===== config.mk =====
export PLATFORM = sky130hd
export DESIGN_NAME = pid_ctrl
export DESIGN_NICKNAME = d
export VERILOG_FILES = /design/src/rtl/pid_pkg.sv /design/src/rtl/pid_ctrl_sat.sv /design/src/rtl/pid_ctrl.sv
export SDC_FILE = /design/constraint.sdc
export NUM_CORES = 1
export LEC_CHECK = 0
export CAP_MARGIN = 20
export CORE_AREA = 2 2 138 140
export CTS_CLUSTER_SIZE = 28
export DETAILED_ROUTE_END_ITERATION = 10
export DIE_AREA = 0 0 140 142
export PLACE_DENSITY = 0.56
export SLEW_MARGIN = 0
export SYNTH_ARGS = -nofsm -noshare
export SYNTH_HDL_FRONTEND = slang
export SYNTH_SLANG_ARGS = --single-unit
export TNS_END_PERCENT = 5

===== constraint.sdc =====
create_clock -name clk -period 11.6 [get_ports clk]
set_input_delay 1.74 -clock clk [delete_from_list [all_inputs] [get_ports clk]]
set_output_delay 1.74 -clock clk [all_outputs]
set_load 0.01 [all_outputs]

===== src/rtl/pid_pkg.sv =====
// Shared widths, default gains and the signed saturation helper for the heading PID stage.
package pid_pkg;

    localparam int unsigned ERR_W    = 12;
    localparam int unsigned ESAT_W   = 10;
    localparam int unsigned FRWRD_W  = 10;
    localparam int unsigned SPD_W    = 11;
    localparam int unsigned P_W      = 14;
    localparam int unsigned D_W      = 13;
    localparam int unsigned DDIFF_W  = 7;
    localparam int unsigned I_W      = 12;
    localparam int unsigned INTEG_W  = 16;
    localparam int unsigned PID_W    = 14;
    localparam int unsigned SUM_W    = FRWRD_W + 2;
    localparam int unsigned ADJ_SHIFT = 3;

    localparam int unsigned P_COEFF_DEF = 8;
    localparam int unsigned D_COEFF_DEF = 6;
    localparam int unsigned I_SHIFT_DEF = 4;

    // Clamp a signed value to the range representable in 'width' bits.
    function automatic logic signed [31:0] sat_signed(input logic signed [31:0] value,
                                                      input int unsigned width);
        logic signed [31:0] hi;
        logic signed [31:0] lo;
        hi = (32'sd1 <<< (width - 32'd1)) - 32'sd1;
        lo = -hi - 32'sd1;
        if (value > hi) return hi;
        if (value < lo) return lo;
        return value;
    endfunction

endpackage


===== src/rtl/pid_ctrl_sat.sv =====
// Parameterized combinational signed saturator (IN_W bits down to OUT_W bits).
module pid_sat
    import pid_pkg::*;
#(
    parameter int unsigned IN_W  = 12,
    parameter int unsigned OUT_W = 10
) (
    input  logic signed [IN_W-1:0]  val_i,
    output logic signed [OUT_W-1:0] sat_o
);

    always_comb begin
        sat_o = OUT_W'(sat_signed(32'(val_i), OUT_W));
    end

endmodule


===== src/rtl/pid_ctrl.sv =====
// Heading PID stage: turns heading error and forward speed into left/right wheel speeds,
// two clocks after each err_vld.
module pid_ctrl
    import pid_pkg::*;
#(
    parameter int unsigned P_COEFF = P_COEFF_DEF,
    parameter int unsigned D_COEFF = D_COEFF_DEF,
    parameter int unsigned I_SHIFT = I_SHIFT_DEF
) (
    input  logic                      clk,
    input  logic                      rst_n,
    input  logic                      moving,
    input  logic                      err_vld,
    input  logic signed [ERR_W-1:0]   error,
    input  logic        [FRWRD_W-1:0] frwrd,
    output logic signed [SPD_W-1:0]   lft_spd,
    output logic signed [SPD_W-1:0]   rght_spd,
    output logic                      spd_vld
);

    logic signed [ESAT_W-1:0]  err_sat;
    logic signed [ESAT_W:0]    d_diff_full;
    logic signed [DDIFF_W-1:0] d_diff;
    logic signed [P_W-1:0]     p_term;
    logic signed [D_W-1:0]     d_term;
    logic signed [I_W-1:0]     i_term;

    logic signed [INTEG_W-1:0] integ_q, integ_d, integ_ext, integ_sum;
    logic signed [ESAT_W-1:0]  prev_err_q, prev_err_d;
    logic                      integ_ovf;

    logic signed [P_W-1:0]     p_q;
    logic signed [I_W-1:0]     i_q;
    logic signed [D_W-1:0]     d_q;
    logic        [FRWRD_W-1:0] frwrd_q;
    logic                      vld1_q;

    logic signed [PID_W-1:0]   pid;
    logic signed [SUM_W-1:0]   lft_sum, rght_sum;
    logic signed [SPD_W-1:0]   lft_sat, rght_sat;
    logic signed [SPD_W-1:0]   lft_spd_q, rght_spd_q;
    logic                      spd_vld_q;

    pid_sat #(.IN_W(ERR_W), .OUT_W(ESAT_W)) u_sat_err (
        .val_i (error),
        .sat_o (err_sat)
    );

    assign d_diff_full = (ESAT_W+1)'(err_sat) - (ESAT_W+1)'(prev_err_q);

    pid_sat #(.IN_W(ESAT_W+1), .OUT_W(DDIFF_W)) u_sat_ddiff (
        .val_i (d_diff_full),
        .sat_o (d_diff)
    );

    assign p_term = P_W'(err_sat) * $signed(P_W'(P_COEFF));
    assign d_term = D_W'(d_diff) * $signed(D_W'(D_COEFF));

    // Integrator holds instead of wrapping when the add would overflow.
    assign integ_ext = INTEG_W'(err_sat);
    assign integ_sum = integ_q + integ_ext;
    assign integ_ovf = (integ_q[INTEG_W-1] == integ_ext[INTEG_W-1]) &&
                       (integ_sum[INTEG_W-1] != integ_q[INTEG_W-1]);

    always_comb begin
        integ_d    = integ_q;
        prev_err_d = prev_err_q;
        if (!moving) begin
            integ_d    = '0;
            prev_err_d = '0;
        end else if (err_vld) begin
            prev_err_d = err_sat;
            if (!integ_ovf) integ_d = integ_sum;
        end
    end

    // I term reflects the sample being accepted this cycle.
    assign i_term = I_W'(integ_d >>> I_SHIFT);

    always_ff @(posedge clk or negedge rst_n) begin
        if (!rst_n) begin
            integ_q    <= '0;
            prev_err_q <= '0;
            p_q        <= '0;
            i_q        <= '0;
            d_q        <= '0;
            frwrd_q    <= '0;
            vld1_q     <= 1'b0;
        end else begin
            integ_q    <= integ_d;
            prev_err_q <= prev_err_d;
            vld1_q     <= err_vld;
            if (err_vld) begin
                p_q     <= p_term;
                i_q     <= i_term;
                d_q     <= d_term;
                frwrd_q <= frwrd;
            end
        end
    end

    assign pid      = PID_W'(p_q) + PID_W'(i_q) + PID_W'(d_q);
    assign lft_sum  = $signed({2'b00, frwrd_q}) + SUM_W'(pid >>> ADJ_SHIFT);
    assign rght_sum = $signed({2'b00, frwrd_q}) - SUM_W'(pid >>> ADJ_SHIFT);

    pid_sat #(.IN_W(SUM_W), .OUT_W(SPD_W)) u_sat_lft (
        .val_i (lft_sum),
        .sat_o (lft_sat)
    );

    pid_sat #(.IN_W(SUM_W), .OUT_W(SPD_W)) u_sat_rght (
        .val_i (rght_sum),
        .sat_o (rght_sat)
    );

    // Outputs update only on a valid stage-1 sample and are forced to zero when not moving.
    always_ff @(posedge clk or negedge rst_n) begin
        if (!rst_n) begin
            lft_spd_q  <= '0;
            rght_spd_q <= '0;
            spd_vld_q  <= 1'b0;
        end else begin
            spd_vld_q <= vld1_q;
            if (vld1_q) begin
                lft_spd_q  <= moving ? lft_sat  : '0;
                rght_spd_q <= moving ? rght_sat : '0;
            end
        end
    end

    assign lft_spd  = lft_spd_q;
    assign rght_spd = rght_spd_q;
    assign spd_vld  = spd_vld_q;

endmodule


==> flow_summary.yaml <==
status:
  outcome: "finished, violations left"
  violations: "DRC"
clock_tree:
  postCtsResizedCells: 0
  root_buffer: "clkbuf_16"
  cts_hold_buf: 0
  cts.reportedPaths.clkPinSlew_ns: 0.06
  cts_tree: "built"
  postCtsSetupBuffers: 0
  htree_num_levels: 3
  clk_latency_ns: 0.36
  clock-sinks: 91
  clk_path_buf_depth: 2
  cts_buffers: 9
global_route:
  grt_max_degree: 101
  grt_antenna_before_repair: 0
  grt.overflow.total: 0
  grt_pass1_wl_um: 29600
  grt_usage_pct: 18.8
  grt_pass1_vias: 5731
setup_path:
  r2r_cells: 19
  path_cells: "clkdlybuf4s50_1, nor2_1, nor2_1, a21oi_1, inv_1, ha_1, nor2b_1, o2111ai_1, a31oi_1, nand4_1, o311ai_1, o41ai_2, o21ai_0, ha_1, ha_1, a21o_1, a21oi_1, nor2b_1, o21a_1, o21ai_0, xor2_1, mux2_2"
  critPathMostFrequentCell: "ha_1"
  cpMaxStageDelayCell: "clkdlybuf4s50_1"
  cp_slowest_stage_delay_ns: 0.67
  cp.required_ns: 11.84
  cp-end-kind: "flop"
  cp.arrival_ns: 7.30
  worstSetupStartpointType: "input port"
  cp_top_family: "compound AO/OA/AOI/OAI gates"
  critPathBufInv: 2
  crit_type: "in2reg"
  cp_num_cells: 22
  path_max_fanout: 18
sta:
  final.period_utilization_pct: 60.9
  setup-tns-final_ns: 0
  maxSlewViolCount: 0
  slew_headroom_pct: 29.3
  skew_ns: 0.0111
  min_period_ns: 7.06
  fmax_mhz: 142
  finalSetupViolations: 0
  worstMarginPinSlew_ns: 1.06
  rsz0062_at_grt: "false"
  hold_violations: 0
synthesis:
  ys_seq_area_share_pct: 31.7
  synth_cells: 782
  synth_nets: 893
  avgSynthCellArea_um2: 9.19
  ys_async_sr_fraction_pct: 100
  synth_flop_cell: "dfrtp_1"
  yosys_register_bits: 91
  synth_cell_types: 75
  yosysWarnings: 0
  synth_edf_count: 0
  synthesis.area_um2: 7180
floorplanning:
  core-area_um2: 18500
  die_w_um: 140
  dieArea_um2: 19900
  ios: 49
  rows: 50
  die_h_um: 142
  start_util_pct: 38.9
cells_and_area:
  area_growth_syn_to_layout_pct: 13.0
  antenna_cells: 0
  nFillCells: 1790
  final_nets: 918
  drive_above_1_share_pct: 7.52
min_path:
  hp-class: "reg2reg"
  whs_path_depth: 1
detailed_routing:
  drt_iter0_drc: 435
  first_pass_iters: 10
  ant_nets: 0
  via_per_inst: 5.53
  drc: 2
  drt-total-wl_um: 18000
  avgRoutedWirePerCell_um: 17.2
  route.vias.total: 5774
run:
  max_cap_violations: 0
placed_design:
  dp_hpwl_um: 13500
  port_buffers: 48
  globalplace.congestion: 0.883
## final cells by class
type / instances / area (um^2) / share of cell area [%]
clock buffers: 10 / 229 / 2.82
clock inverters: 5 / 78.8 / 0.971
inverters: 71 / 267 / 3.28
multi-input cells: 581 / 4460 / 54.9
flip-flops and latches: 91 / 2280 / 28.1
well taps: 234 / 293 / 3.61
repair buffers: 53 / 513 / 6.32
## stage by stage
| step | instances | setup WS (ns) | util, % | area (um^2) | hold WS, ns |
|---|---|---|---|---|---|
| global placement | 1030 | 4.38 | 42.3 | 7810 | 0.485 |
| detailed placement | 1030 | 4.19 | 42.3 | 7810 | 0.486 |
| global route | 1045 | 3.92 | 44.0 | 8120 | 0.517 |
| CTS | 1045 | 4.55 | 44.0 | 8120 | 0.501 |
| floorplan | 782 | 5.15 | - | 7180 | 0.352 |
| finish | 1045 | 4.54 | 44.0 | 8120 | 0.489 |
## cells by family (layout without fill, tap and decap cells)
logic type               Yosys count  after routing  synth area share (%)
AO/OA/AOI/OAI                    239            239                  23.6
multiplexers                      18             18                  2.79
buffers and inverters            110            139                  6.22
AND/OR/NAND/NOR                  191            191                  13.2
adder cells (fa/ha/maj)           86             86                  16.6
flip-flops                        91             91                  31.7
XOR/XNOR                          47             47                  5.84
## worst paths after layout
| check | from | to | slack [ns] |
|---|---|---|---|
| setup / recovery | error[9] | d_q[10] | 4.54 |
| hold / removal | rght_spd[1] | rght_spd[1] | 0.49 |
| setup reg to reg | prev_err_q[0] | d_q[10] | 6.77 |
| hold reg to reg | rght_spd[1] | rght_spd[1] | 0.49 |
| max in group asynchronous | rst_n | prev_err_q[9] | 9.17 |
| min in group asynchronous | rst_n | lft_spd[0] | 1.31 |
## per-layer routing
| metal | vias up | track usage [%] | share of wire, % |
|---|---|---|---|
| met5 | - | 0 | 0 |
| li1 | 2869 | - | - |
| met3 | 22 | 3.33 | 4.0 |
| met4 | 0 | 6.96 | 2.5 |
| met2 | 121 | 32.5 | 49 |
| met1 | 2762 | 23.7 | 44 |
## cells in the mapped netlist (9+ instances only)
| library cell | instances | share of area, % |
|---|---|---|
| xor2_1 | 15 | 1.8 |
| nand4_1 | 20 | 1.7 |
| a221o_1 | 9 | 1.3 |
| clkbuf_1 | 18 | 0.94 |
| dfrtp_1 | 91 | 32 |
| o31ai_1 | 16 | 1.7 |
| xnor2_1 | 31 | 3.8 |
| fa_1 | 16 | 4.5 |
| o21ai_0 | 35 | 2.4 |
| buf_2 | 9 | 0.63 |
| nor2_1 | 56 | 2.9 |
| a21oi_1 | 75 | 5.2 |
| nor2b_1 | 10 | 0.87 |
| o2111ai_1 | 10 | 1.2 |
| ha_1 | 69 | 12 |
| a21o_1 | 12 | 1.3 |
| inv_1 | 69 | 3.6 |
| o221ai_1 | 14 | 1.7 |
| nand2_1 | 51 | 2.7 |
| mux2_2 | 16 | 2.5 |
## flip-flops by register name, indices dropped and copies added, names as in the netlist
register / flops
spd_vld: 1
i_q: 11
integ_q: 16
p_q: 10
frwrd_q: 10
d_q: 10
rght_spd: 11
prev_err_q: 10
vld1_q: 1
lft_spd: 11
## worst reg2reg max path, stage by stage, from the launching register on
cell and delay [ns]:
dfrtp_1 0.38, ha_1 0.22, fa_1 0.42, nand2b_1 0.19
a21oi_1 0.20, o21ai_1 0.11, a21oi_1 0.21, nor2_1 0.08
xnor2_1 0.13, o41ai_2 0.47, o21ai_0 0.26, ha_1 0.40
ha_1 0.31, a21o_1 0.20, a21oi_1 0.23, nor2b_1 0.08
o21a_1 0.18, o21ai_0 0.28, xor2_1 0.11, mux2_2 0.27
## cells in the final DEF, fill, tap and decap left out, drive strengths merged, types with 10 or more instances in the layout
master	Yosys	routed
ha	69	69
a21oi	78	78
a21o	12	12
nand2	51	51
nor2	56	56
o31ai	18	18
nand4	21	21
xnor2	32	32
nor2b	10	10
dfrtp	91	91
o221ai	15	15
o21ai	38	38
clkbuf	18	10
mux2	16	16
xor2	15	15
inv	70	70
clkdlybuf4s50	0	46
o2111ai	10	10
fa	16	16
Power is left out: the tool's default activity adds up to more than one toggle a clock period on the data nets, which glitch-free logic cannot reach.
